<file path="config.mk">
export PLATFORM = sky130hd
export DESIGN_NAME = bist_march_gen_flat
export DESIGN_NICKNAME = d
export VERILOG_FILES = /design/src/rtl/bist_pkg.sv /design/src/rtl/bist_march_gen_if.sv /design/src/rtl/bist_addr_cnt.sv /design/src/rtl/bist_march_gen.sv /design/src/flat_wrapper.sv
export SDC_FILE = /design/constraint.sdc
export NUM_CORES = 1
export LEC_CHECK = 0
export CAP_MARGIN = 20
export CORE_ASPECT_RATIO = 2
export CORE_MARGIN = 2
export CORE_UTILIZATION = 40
export CTS_BUF_LIST = sky130_fd_sc_hd__clkbuf_16
export DETAILED_ROUTE_END_ITERATION = 16
export PLACE_DENSITY = 0.68
export SLEW_MARGIN = 10
export SYNTH_ARGS = -nofsm -noshare
export SYNTH_HDL_FRONTEND = slang
export SYNTH_SLANG_ARGS = --single-unit
</file>
<file path="constraint.sdc">
create_clock -name CE -period 6.3 [get_ports CE]
set_input_delay 1.26 -clock CE [delete_from_list [all_inputs] [get_ports CE]]
set_output_delay 1.26 -clock CE [all_outputs]
set_load 0.02 [all_outputs]
</file>
<file path="src/rtl/bist_pkg.sv">
// Shared types and tables for the March C- BIST pattern generator.
// Element tables are indexed by element number; bits 6..7 are unused padding.
package bist_pkg;

   typedef enum logic [1:0] {IDLE, RD, WR, DONE} state_t;

   localparam logic [2:0] M0 = 3'd0;
   localparam logic [2:0] M1 = 3'd1;
   localparam logic [2:0] M2 = 3'd2;
   localparam logic [2:0] M3 = 3'd3;
   localparam logic [2:0] M4 = 3'd4;
   localparam logic [2:0] M5 = 3'd5;

   // Per-element bit tables: direction, read present, read background, write present, write background
   localparam logic [7:0] EL_DOWN   = 8'b0001_1000;
   localparam logic [7:0] EL_HAS_RD = 8'b0011_1110;
   localparam logic [7:0] EL_RD_BG  = 8'b0001_0100;
   localparam logic [7:0] EL_HAS_WR = 8'b0001_1111;
   localparam logic [7:0] EL_WR_BG  = 8'b0000_1010;

   localparam logic [7:0] BG0 = 8'h00;
   localparam logic [7:0] BG1 = 8'hFF;
   localparam logic [7:0] CHK = 8'h55;

endpackage

</file>
<file path="src/rtl/bist_march_gen_if.sv">
// Memory/comparator-facing bus of the March C- generator.
interface bist_march_gen_if #(
   parameter int ADDR_W = 8,
   parameter int DATA_W = 8
);
   logic              START;
   logic              BIST_EN;
   logic [2:0]        BIST_MODE;
   logic              EN;
   logic [ADDR_W-1:0] ADDR;
   logic [DATA_W-1:0] WDATA;
   logic [DATA_W-1:0] ANSWER;
   logic              BUSY;
   logic              DONE;

   modport master (
      input  START,
      output BIST_EN, BIST_MODE, EN, ADDR, WDATA, ANSWER, BUSY, DONE
   );

   modport slave (
      output START,
      input  BIST_EN, BIST_MODE, EN, ADDR, WDATA, ANSWER, BUSY, DONE
   );
endinterface

</file>
<file path="src/rtl/bist_addr_cnt.sv">
// Up/down address counter with clear, element-start load, step and terminal flag.
// The terminal compare is made before stepping, so the count never wraps.
module bist_addr_cnt #(
   parameter int ADDR_W    = 8,
   parameter int LAST_ADDR = 2**ADDR_W-1
) (
   input  logic              clk,
   input  logic              rst,
   input  logic              clr,
   input  logic              load,
   input  logic              load_down,
   input  logic              step,
   input  logic              down,
   output logic [ADDR_W-1:0] addr,
   output logic [ADDR_W-1:0] addr_nxt,
   output logic              term
);

   localparam logic [ADDR_W-1:0] LAST = ADDR_W'(LAST_ADDR);

   assign term = down ? (addr == '0) : (addr == LAST);

   always_comb begin
      addr_nxt = addr;
      if (clr)
         addr_nxt = '0;
      else if (load)
         addr_nxt = load_down ? LAST : '0;
      else if (step)
         addr_nxt = down ? addr - ADDR_W'(1) : addr + ADDR_W'(1);
   end

   always_ff @(posedge clk or posedge rst) begin
      if (rst)
         addr <= '0;
      else
         addr <= addr_nxt;
   end

endmodule

</file>
<file path="src/rtl/bist_march_gen.sv">
// March C- pattern generator driving memory and BIST comparator each rising CE.
// Define BIST_CHKBD_EN for address-checkerboard backgrounds (0x55/0xAA) instead of 0x00/0xFF.
module bist_march_gen
   import bist_pkg::*;
#(
   parameter int ADDR_W    = 8,
   parameter int DATA_W    = 8,
   parameter int LAST_ADDR = 2**ADDR_W-1
) (
   input  logic              CE,
   input  logic              rst,
   bist_march_gen_if.master  bus
);

`ifdef BIST_CHKBD_EN
   localparam logic [DATA_W-1:0] BASE     = DATA_W'(CHK);
   localparam logic [DATA_W-1:0] PAR_MASK = '1;
`else
   localparam logic [DATA_W-1:0] BASE     = DATA_W'(BG0);
   localparam logic [DATA_W-1:0] PAR_MASK = '0;
`endif

   state_t            state, nxt_state;
   logic [2:0]        mode, nxt_mode;
   logic              last_op;
   logic              cnt_clr, cnt_load, cnt_load_down, cnt_step, cnt_term;
   logic [ADDR_W-1:0] addr, addr_nxt;

   // Background B0 (one=0) or B1 (one=1) for the given address parity
   function automatic logic [DATA_W-1:0] bg(input logic one, input logic a0);
      logic [DATA_W-1:0] b0;
      b0 = BASE ^ ({DATA_W{a0}} & PAR_MASK);
      return one ? ~b0 : b0;
   endfunction

   bist_addr_cnt #(
      .ADDR_W    (ADDR_W),
      .LAST_ADDR (LAST_ADDR)
   ) u_addr_cnt (
      .clk       (CE),
      .rst       (rst),
      .clr       (cnt_clr),
      .load      (cnt_load),
      .load_down (cnt_load_down),
      .step      (cnt_step),
      .down      (EL_DOWN[mode]),
      .addr      (addr),
      .addr_nxt  (addr_nxt),
      .term      (cnt_term)
   );

   assign last_op = (state == WR) || !EL_HAS_WR[mode];

   always_comb begin
      nxt_state     = state;
      nxt_mode      = mode;
      cnt_clr       = 1'b0;
      cnt_load      = 1'b0;
      cnt_load_down = 1'b0;
      cnt_step      = 1'b0;
      case (state)
         IDLE, DONE: begin
            if (bus.START) begin
               nxt_mode      = M0;
               cnt_load      = 1'b1;
               cnt_load_down = EL_DOWN[M0];
               nxt_state     = EL_HAS_RD[M0] ? RD : WR;
            end
         end
         default: begin
            if (!last_op) begin
               nxt_state = WR;
            end else if (!cnt_term) begin
               cnt_step  = 1'b1;
               nxt_state = EL_HAS_RD[mode] ? RD : WR;
            end else if (mode == M5) begin
               nxt_state = DONE;
               cnt_clr   = 1'b1;
            end else begin
               nxt_mode      = mode + 3'd1;
               cnt_load      = 1'b1;
               cnt_load_down = EL_DOWN[nxt_mode];
               nxt_state     = EL_HAS_RD[nxt_mode] ? RD : WR;
            end
         end
      endcase
   end

   // Outputs are registered from the next state so they align with ADDR
   always_ff @(posedge CE or posedge rst) begin
      if (rst) begin
         state      <= IDLE;
         mode       <= M0;
         bus.BIST_EN <= 1'b0;
         bus.BUSY   <= 1'b0;
         bus.DONE   <= 1'b0;
         bus.EN     <= 1'b1;
         bus.WDATA  <= '0;
         bus.ANSWER <= '0;
      end else begin
         state      <= nxt_state;
         mode       <= nxt_mode;
         bus.BIST_EN <= (nxt_state == RD) || (nxt_state == WR);
         bus.BUSY   <= (nxt_state == RD) || (nxt_state == WR);
         bus.DONE   <= (nxt_state == DONE);
         bus.EN     <= (nxt_state != RD);
         bus.WDATA  <= (nxt_state == WR) ? bg(EL_WR_BG[nxt_mode], addr_nxt[0]) : '0;
         bus.ANSWER <= (nxt_state == RD) ? bg(EL_RD_BG[nxt_mode], addr_nxt[0]) : '0;
      end
   end

   assign bus.BIST_MODE = mode;
   assign bus.ADDR      = addr;

endmodule

</file>
<file path="src/flat_wrapper.sv">
// flat-port wrapper written by rule: the top's interface ports become plain ports
module bist_march_gen_flat import bist_pkg::*;
#(
   parameter int ADDR_W    = 8,
   parameter int DATA_W    = 8,
   parameter int LAST_ADDR = 2**ADDR_W-1
)
  (CE, rst, bus_START, bus_BIST_EN, bus_BIST_MODE, bus_EN, bus_ADDR, bus_WDATA, bus_ANSWER, bus_BUSY, bus_DONE);
  bist_march_gen_if #(.ADDR_W(ADDR_W), .DATA_W(DATA_W)) bus_i ();
  input  logic CE;
  input  logic rst;
  input wire logic [$bits(bus_i.START)-1:0] bus_START;
  output wire logic [$bits(bus_i.BIST_EN)-1:0] bus_BIST_EN;
  output wire logic [$bits(bus_i.BIST_MODE)-1:0] bus_BIST_MODE;
  output wire logic [$bits(bus_i.EN)-1:0] bus_EN;
  output wire logic [$bits(bus_i.ADDR)-1:0] bus_ADDR;
  output wire logic [$bits(bus_i.WDATA)-1:0] bus_WDATA;
  output wire logic [$bits(bus_i.ANSWER)-1:0] bus_ANSWER;
  output wire logic [$bits(bus_i.BUSY)-1:0] bus_BUSY;
  output wire logic [$bits(bus_i.DONE)-1:0] bus_DONE;
  assign bus_i.START = bus_START;
  assign bus_BIST_EN = bus_i.BIST_EN;
  assign bus_BIST_MODE = bus_i.BIST_MODE;
  assign bus_EN = bus_i.EN;
  assign bus_ADDR = bus_i.ADDR;
  assign bus_WDATA = bus_i.WDATA;
  assign bus_ANSWER = bus_i.ANSWER;
  assign bus_BUSY = bus_i.BUSY;
  assign bus_DONE = bus_i.DONE;
  bist_march_gen #(.ADDR_W(ADDR_W), .DATA_W(DATA_W), .LAST_ADDR(LAST_ADDR)) u_core (.CE(CE), .rst(rst), .bus(bus_i));
endmodule
</file>
==> Word-level counts from Yosys, hierarchy flattened <==
Memories as Yosys holds them, arrays and structs flattened.
Cells that the tools add are included.
{ "totals": {"regBits": 32, "rom_bits": 56, "input_bits": 3, "out_inout_bits": 31, "word_cells": 81, "memories": 7} }
{ "classes": {"add_sub_neg": 3, "n_lt_le_gt_ge": 3, "n_eq_ne": 8, "muxes": 45, "n_reduce_logical": 7} }
{ "mem_list": {"columns": ["name", "depth", "width", "read_ports", "rd_ports_with_merged_regs", "write_ports", "line_no", "rtl"], "rows": [
  ["(no name shown)", 8, 1, 1, 0, 0, "bist_march_gen.sv:83", "nxt_state = EL_HAS_RD[nxt_mode] ? RD : WR;"],
  ["(no name shown)", 8, 1, 1, 0, 0, "bist_march_gen.sv:107", "bus.WDATA <= (nxt_state == WR) ? bg(EL_WR_BG[nxt_mode], addr_nxt[0]) : '0;"],
  ["(no name shown)", 8, 1, 1, 0, 0, "bist_march_gen.sv:82", "cnt_load_down = EL_DOWN[nxt_mode];"],
  ["(no name shown)", 8, 1, 1, 0, 0, "bist_march_gen.sv:75", "nxt_state = EL_HAS_RD[mode] ? RD : WR;"],
  ["(no name shown)", 8, 1, 1, 0, 0, "bist_march_gen.sv:52", "assign last_op = (state == WR) || !EL_HAS_WR[mode];"],
  ["(no name shown)", 8, 1, 1, 0, 0, "bist_march_gen.sv:108", "bus.ANSWER <= (nxt_state == RD) ? bg(EL_RD_BG[nxt_mode], addr_nxt[0]) : '0;"],
  ["+1 memories", null, null, null, null, null, null, null]
]} }
{ "op_table": {"columns": ["op", "n"], "rows": [
  ["$mux W8", 9],
  ["$mux W1", 24],
  ["$mux W3", 5],
  ["$mux W2", 7],
  ["$lt A3 B4 Y1 const B", 3],
  ["$add A8 B1 Y8 const B", 1],
  ["$eq A2 B2 Y1 const B", 4],
  ["$eq A8 B8 Y1 const B", 1],
  ["$logic_not A8 Y1", 1],
  ["$sub A8 B1 Y8 const B", 1],
  ["$add A3 B1 Y3 const B", 1],
  ["$eq A3 B3 Y1 const B", 1],
  ["$reduce_bool A3 Y1", 1],
  ["$eq A2 B1 Y1 const B", 1],
  ["$logic_not A2 Y1", 1],
  ["$logic_or A1 B1 Y1", 2],
  ["$ne A2 B1 Y1 const B", 1],
  ["$reduce_or A2 Y1", 1],
  ["$logic_not A1 Y1", 1]
]} }

==> Longest topological paths before layout <==
{ "depth": {"word_depth": 10, "depth_mapped": 12, "depth_no_buf": 11} }

==> By module <==
From an unflattened synthesis, not the netlist that was laid out.
{ "hier_totals": {"hier_cells": 172, "hier_area_um2": 1531.5} }
{ "modules_own_cells": {"columns": ["mod", "n_inst", "cells_per_inst", "area_per_inst_um2", "seq_area_each_um2"], "rows": [
  ["bist_march_gen", 1, 89, 803.3, 251.5],
  ["bist_addr_cnt", 1, 83, 728.2, 200.2]
]} }

==> Worst setup path after synthesis <==
OpenSTA, ideal clock, no wires.
{ "synth_timing": {"path_type": "register to register", "startpoint": "register u_core.mode[1], in the netlist u_core.bus.BIST_MODE[1]", "endpoint": "register u_core.bus.WDATA[6]", "setup_time_ns": 0.120, "arrival_ns": 2.525, "required_ns": 6.180, "setup_slack_ns": 3.655, "stages_incl_launch_ff": 12, "n_path_buf": 1, "period_less_slack_ns": 2.645, "cell_sequence": "dfrtp_1 > inv_1 > ha_1 > mux2_4 > or3_4 > and2_4 > buf_6 > mux2i_1 > nand2_1 > o22a_1 > ha_1 > and3_1"} }
{ "synth_between": {"elab_chain_cells": 10, "elab_cells_between_ends": 29, "cone_classes": "add/sub: 1; eq/ne: 2; mux: 19; reduce/logical: 2; memory: 5"} }
{ "synth_rtl": {"columns": ["element", "line_no", "rtl"], "rows": [
  ["start, declared", "bist_march_gen.sv:24", "logic [2:0] mode, nxt_mode;"],
  ["start signal, assigned", "bist_march_gen.sv:102", "mode <= nxt_mode;"],
  ["$add A3 B1 Y3", "bist_march_gen.sv:80", "nxt_mode = mode + 3'd1;"],
  ["$mem_v2 Z8 W1", null, null],
  ["$mux W1 (not written as such)", "bist_march_gen.sv:83", null],
  ["$mux W2", "bist_march_gen.sv:83", null],
  ["$mux W2", "bist_march_gen.sv:76", "end else if (mode == M5) begin"],
  ["$mux W2", "bist_march_gen.sv:73", "end else if (!cnt_term) begin"],
  ["$mux W2 (*)", "bist_march_gen.sv:71", "if (!last_op) begin"],
  ["$mux W2 (*)", "bist_march_gen.sv:61", "case (state)"],
  ["via u_core.nxt_state[1]", "bist_march_gen.sv:23", "state_t state, nxt_state;"],
  ["$eq A2 B2 Y1 (*)", "bist_march_gen.sv:107", null],
  ["$mux W8 (*)", "bist_march_gen.sv:107", null],
  ["end signal, assigned", "bist_march_gen.sv:107", null],
  ["end, declared", "bist_march_gen_if.sv:18", "output BIST_EN, BIST_MODE, EN, ADDR, WDATA, ANSWER, BUSY, DONE"]
]} }
Mark *: on every way through the listed nets, which the timed path passes. The rest lies on a longest branch. The select of a mux whose other input is x is not followed.
A chain may end at the register's enable or synchronous reset.

==> Final worst setup path <==
{ "layout_timing": {"startpoint": "register u_core.mode[2], in the netlist u_core.bus.BIST_MODE[2]", "endpoint": "output port bus_BIST_MODE[2]"} }
{ "layout_rtl": {"columns": ["element", "line_no", "rtl"], "rows": [
  ["end, declared", "flat_wrapper.sv:14", "output wire logic [$bits(bus_i.BIST_MODE)-1:0] bus_BIST_MODE;"]
]} }
No word-level cell between the ends.

==> impl_metrics.prom <==
# TYPE chip_impl_metric gauge
chip_impl_info{name="outcome",value="complete, no violations"} 1
chip_impl_metric{name="vias_per_cell",unit=""} 5.20
chip_impl_metric{name="synthArstFlopShare",unit="%"} 100
chip_impl_info{name="hold_path_endpoint",value="u_core.state[0]$_DFF_PP0_"} 1
chip_impl_info{name="crit_type",value="register to primary output"} 1
chip_impl_info{name="crit-reg2reg-capture",value="u_core.u_addr_cnt.addr[7]$_DFFE_PP0P_"} 1
chip_impl_info{name="cts_tree",value="yes"} 1
chip_impl_metric{name="grt-ovfl-total",unit=""} 0
chip_impl_metric{name="hold_critical_path_depth",unit=""} 1
chip_impl_metric{name="globalplace.congestion",unit=""} 0.929
chip_impl_metric{name="antenna_found_initial",unit=""} 0
chip_impl_metric{name="via_count_of_the_first_global_routing_pass",unit=""} 1224
chip_impl_metric{name="fin_worst_hold_slack",unit="ns"} 0.568
chip_impl_metric{name="placement_rows",unit=""} 31
chip_impl_info{name="hold_path.startpoint",value="u_core.state[0]$_DFF_PP0_"} 1
chip_impl_metric{name="vdd_drop_max",unit="uV"} 356
chip_impl_metric{name="final.min_clock_period",unit="ns"} 2.84
chip_impl_metric{name="setup_viol",unit=""} 0
chip_impl_metric{name="synth_enable_flop_cells",unit=""} 0
chip_impl_metric{name="totalNegativeSetupSlack",unit="ns"} 0
chip_impl_metric{name="critical_path_required",unit="ns"} 5.04
chip_impl_metric{name="syn_avg_cell_area",unit="sq um"} 9.11
chip_impl_metric{name="cp_num_buf_inv",unit=""} 1
chip_impl_metric{name="num_vias",unit=""} 1207
chip_impl_metric{name="placed_cells_incl_taps",unit=""} 228
chip_impl_metric{name="grt_start_max_net_pins",unit=""} 19
chip_impl_metric{name="final-max-slew-violation-count",unit=""} 0
chip_impl_metric{name="numCtsBuffers",unit=""} 3
chip_impl_metric{name="nNetsFinal",unit=""} 202
chip_impl_info{name="regToRegStartpoint",value="u_core.bus.BIST_MODE[1]$_DFF_PP0_"} 1
chip_impl_metric{name="number_of_max_cap_violations",unit=""} 0
chip_impl_metric{name="multiInputGateArea",unit="sq um"} 866
chip_impl_metric{name="design.core.area",unit="sq um"} 3610
chip_impl_metric{name="cts.repair.resized",unit=""} 0
chip_impl_metric{name="final_layout_size_suffix_gt1_share",unit="%"} 7.65
chip_impl_metric{name="regToRegSetupSlack",unit="ns"} 3.51
chip_impl_metric{name="num_antenna_cells",unit=""} 0
chip_impl_metric{name="postCtsSetupRepairBufs",unit=""} 0
chip_impl_metric{name="path_clk_slew",unit="ns"} 0.05
chip_impl_info{name="critPathTopFamily",value="buffers and inverters"} 1
chip_impl_metric{name="synth_seq_area_share",unit="%"} 30.2
chip_impl_metric{name="synth.distinct_cells",unit=""} 44
chip_impl_metric{name="timing.reg2reg.worst_path_depth",unit=""} 10
chip_impl_info{name="critical_path.cell_chain",value="clkdlybuf4s50_1"} 1
chip_impl_metric{name="die_height",unit="um"} 90.4
chip_impl_metric{name="post-route-period-util",unit="%"} 45.0
chip_impl_metric{name="boundaryPins",unit=""} 34
chip_impl_metric{name="route.antenna.remaining_nets",unit=""} 0
chip_impl_info{name="mostFrequentLayoutCell",value="sky130_fd_sc_hd__clkdlybuf4s50_1"} 1
chip_impl_metric{name="place.port_buffers",unit=""} 33
chip_impl_info{name="hold_path.class",value="register to register"} 1
chip_impl_info{name="cts-root-buf",value="sky130_fd_sc_hd__clkbuf_16"} 1
chip_impl_info{name="layout_common_cells",value="sky130_fd_sc_hd__clkdlybuf4s50_1, sky130_fd_sc_hd__dfrtp_1, sky130_fd_sc_hd__a21oi_1, sky130_fd_sc_hd__nand2_1, sky130_fd_sc_hd__ha_1"} 1
chip_impl_metric{name="routedWlPerCell",unit="um"} 15.3
chip_impl_metric{name="maxSlewHeadroom",unit="%"} 53.4
chip_impl_metric{name="yosysWarningCount",unit=""} 0
chip_impl_metric{name="count_of_endpoints_failing_hold_in_the_final_timing_report",unit=""} 0
chip_impl_metric{name="synthesis.nets",unit=""} 182
chip_impl_metric{name="fin_worst_skew",unit="ns"} 0.00155
chip_impl_metric{name="achievable-frequency",unit="GHz"} 0.353
chip_impl_metric{name="final_area",unit="sq um"} 1830
chip_impl_metric{name="worst_slack_setup_final",unit="ns"} 3.46
chip_impl_metric{name="placedInstanceArea",unit="sq um"} 1750
chip_impl_metric{name="final_cell_count_no_fill",unit=""} 232
chip_impl_metric{name="wire_length_of_the_first_global_routing_pass",unit="mm"} 5.95
chip_impl_info{name="rsz0062_at_grt",value="no"} 1
chip_impl_metric{name="p_leak",unit="nW"} 0.800
chip_impl_metric{name="grt_usage",unit="%"} 19.1
chip_impl_metric{name="h_tree_depth",unit=""} 1
chip_impl_metric{name="register_area",unit="sq um"} 452
chip_impl_metric{name="holdBufCountCts",unit=""} 0
chip_impl_metric{name="routed_wirelength",unit="mm"} 3.54
chip_impl_metric{name="cp_slowest_stage_delay",unit="ns"} 0.69
chip_impl_metric{name="pwr_density_cell",unit="nW/um^2"} 473
chip_impl_metric{name="syn-cell-area",unit="sq um"} 1490
chip_impl_metric{name="detail_route.first_pass.iterations",unit=""} 4
chip_impl_info{name="crit_path_start_kind",value="register"} 1
chip_impl_metric{name="critPathArrivalTime",unit="ns"} 1.58
chip_impl_metric{name="critPathMaxFanout",unit=""} 14
chip_impl_metric{name="cts.path.max_buffers",unit=""} 2
chip_impl_info{name="dominantRegCellSynth",value="sky130_fd_sc_hd__dfrtp_1"} 1
chip_impl_metric{name="timing_worst_slew_pin_value",unit="ns"} 0.698
chip_impl_metric{name="clock_insertion_delay_worst_skew",unit="ns"} 0.25
chip_impl_metric{name="synth_seq_cells",unit=""} 18
chip_impl_metric{name="initialDrtViolationCount",unit=""} 14
chip_impl_metric{name="fp.dieW",unit="um"} 47.2
chip_impl_metric{name="dieArea",unit="sq um"} 4270
chip_impl_metric{name="netlist_instances",unit=""} 164
chip_impl_metric{name="fillerInstances",unit=""} 362
chip_impl_metric{name="drcViolationCount",unit=""} 0
chip_impl_info{name="critical-path-slowest-cell",value="sky130_fd_sc_hd__clkdlybuf4s50_1"} 1
chip_impl_metric{name="initial_core_util",unit="%"} 41.4
chip_impl_info{name="worst_setup_path_end_kind",value="primary output"} 1
chip_impl_metric{name="cts.sinks",unit=""} 18
chip_impl_metric{name="areaGrowthSynthToFinish",unit="%"} 22.7
chip_impl_metric{name="dp_hpwl",unit="mm"} 2.86
chip_impl_metric{name="dp_slack",unit="ns"} 3.52
==> cell families after synthesis <==
logic type	Yosys count	share of synthesized area (%)
xor+xnor	6	3.52
mux	4	3.18
compound gates	45	22.1
fa+ha+maj	16	13.7
simple gates	45	15.4
flops	18	30.2
buf+inv	30	11.8
==> state kept, by name (all words and copies together) (netlist names) <==
name and count:
u_core.bus.WDATA 1, u_core.u_addr_cnt.addr 8, u_core.bus.BIST_MODE 3, u_core.bus.DONE 1, u_core.state 2, u_core.bus.BIST_EN 1, u_core.bus.ANSWER 1, u_core.bus.EN 1
==> worst max path at each step <==
stage	from	to	slack, ns	depth (start not counted)
2_1_floorplan	u_core.bus.BIST_MODE[1]$_DFF_PP0_	u_core.bus.WDATA[6]$_DFF_PP0_	3.66	11
3_3_place_gp	bus_START	u_core.u_addr_cnt.addr[7]$_DFFE_PP0P_	3.53	4
3_5_place_dp	bus_START	u_core.u_addr_cnt.addr[7]$_DFFE_PP0P_	3.52	4
4_1_cts	u_core.bus.BIST_MODE[2]$_DFF_PP0_	bus_BIST_MODE[2]	3.47	1
5_1_grt	u_core.bus.BIST_MODE[0]$_DFF_PP0_	u_core.bus.ANSWER[6]$_DFF_PP0_	3.25	11
6_report	u_core.bus.BIST_MODE[2]$_DFF_PP0_	bus_BIST_MODE[2]	3.46	1
==> report_power, final <==
group / internal, W / switching (W) / total (W)
Clock: 0.0000845 / 0.0000454 / 0.000130
Sequential: 0.000159 / 0.0000503 / 0.000209
Combinational: 0.000220 / 0.000308 / 0.000528
==> cells in the mapped netlist (2+ instances only) <==
master | number | area (sq um)
sky130_fd_sc_hd__nor4_1 | 2 | 12.5
sky130_fd_sc_hd__o211ai_1 | 2 | 15.0
sky130_fd_sc_hd__dfrtp_1 | 17 | 425
sky130_fd_sc_hd__nor2_1 | 11 | 41.3
sky130_fd_sc_hd__inv_1 | 12 | 45.0
sky130_fd_sc_hd__a21oi_1 | 14 | 70.1
sky130_fd_sc_hd__nor2b_1 | 5 | 31.3
sky130_fd_sc_hd__o41ai_1 | 2 | 17.5
sky130_fd_sc_hd__nand3_1 | 3 | 15.0
sky130_fd_sc_hd__a21o_1 | 5 | 37.5
sky130_fd_sc_hd__nand4_1 | 2 | 12.5
sky130_fd_sc_hd__clkbuf_1 | 2 | 7.51
sky130_fd_sc_hd__ha_1 | 14 | 175
sky130_fd_sc_hd__nand2_1 | 14 | 52.6
sky130_fd_sc_hd__o21ai_0 | 7 | 35.0
sky130_fd_sc_hd__and3_1 | 2 | 12.5
sky130_fd_sc_hd__xnor2_1 | 5 | 43.8
sky130_fd_sc_hd__o21bai_1 | 4 | 30.0
sky130_fd_sc_hd__buf_4 | 15 | 113
sky130_fd_sc_hd__mux2_2 | 2 | 22.5
==> layout make-up <==
cell class | instances | share of cell area, %
timing repair buffer | 33 | 18.0
sequential | 18 | 24.6
tap | 49 | 3.34
clock inverter | 1 | 0.205
multi-input combinational | 116 | 47.2
clock buffer | 3 | 4.10
inverter | 12 | 2.46
==> layer usage <==
metal / wire (um) / vias to the layer above / global-route usage (%)
met3: 54 / 9 / 1.80
met2: 2140 / 18 / 33.9
met5: 0 / - / 0
met1: 1250 / 585 / 20.5
met4: 95 / 0 / 9.49
li1: - / 595 / -
==> through the flow <==
step / util, % / power, W
after floorplan: - / 0.000578
after global placement: 48.6 / 0.000728
after detailed placement: 48.6 / 0.000738
after CTS: 50.8 / 0.000871
after global routing: 50.8 / 0.000948
final: 50.8 / 0.000867
No activity file was read; power rests on OpenSTA's default activity.
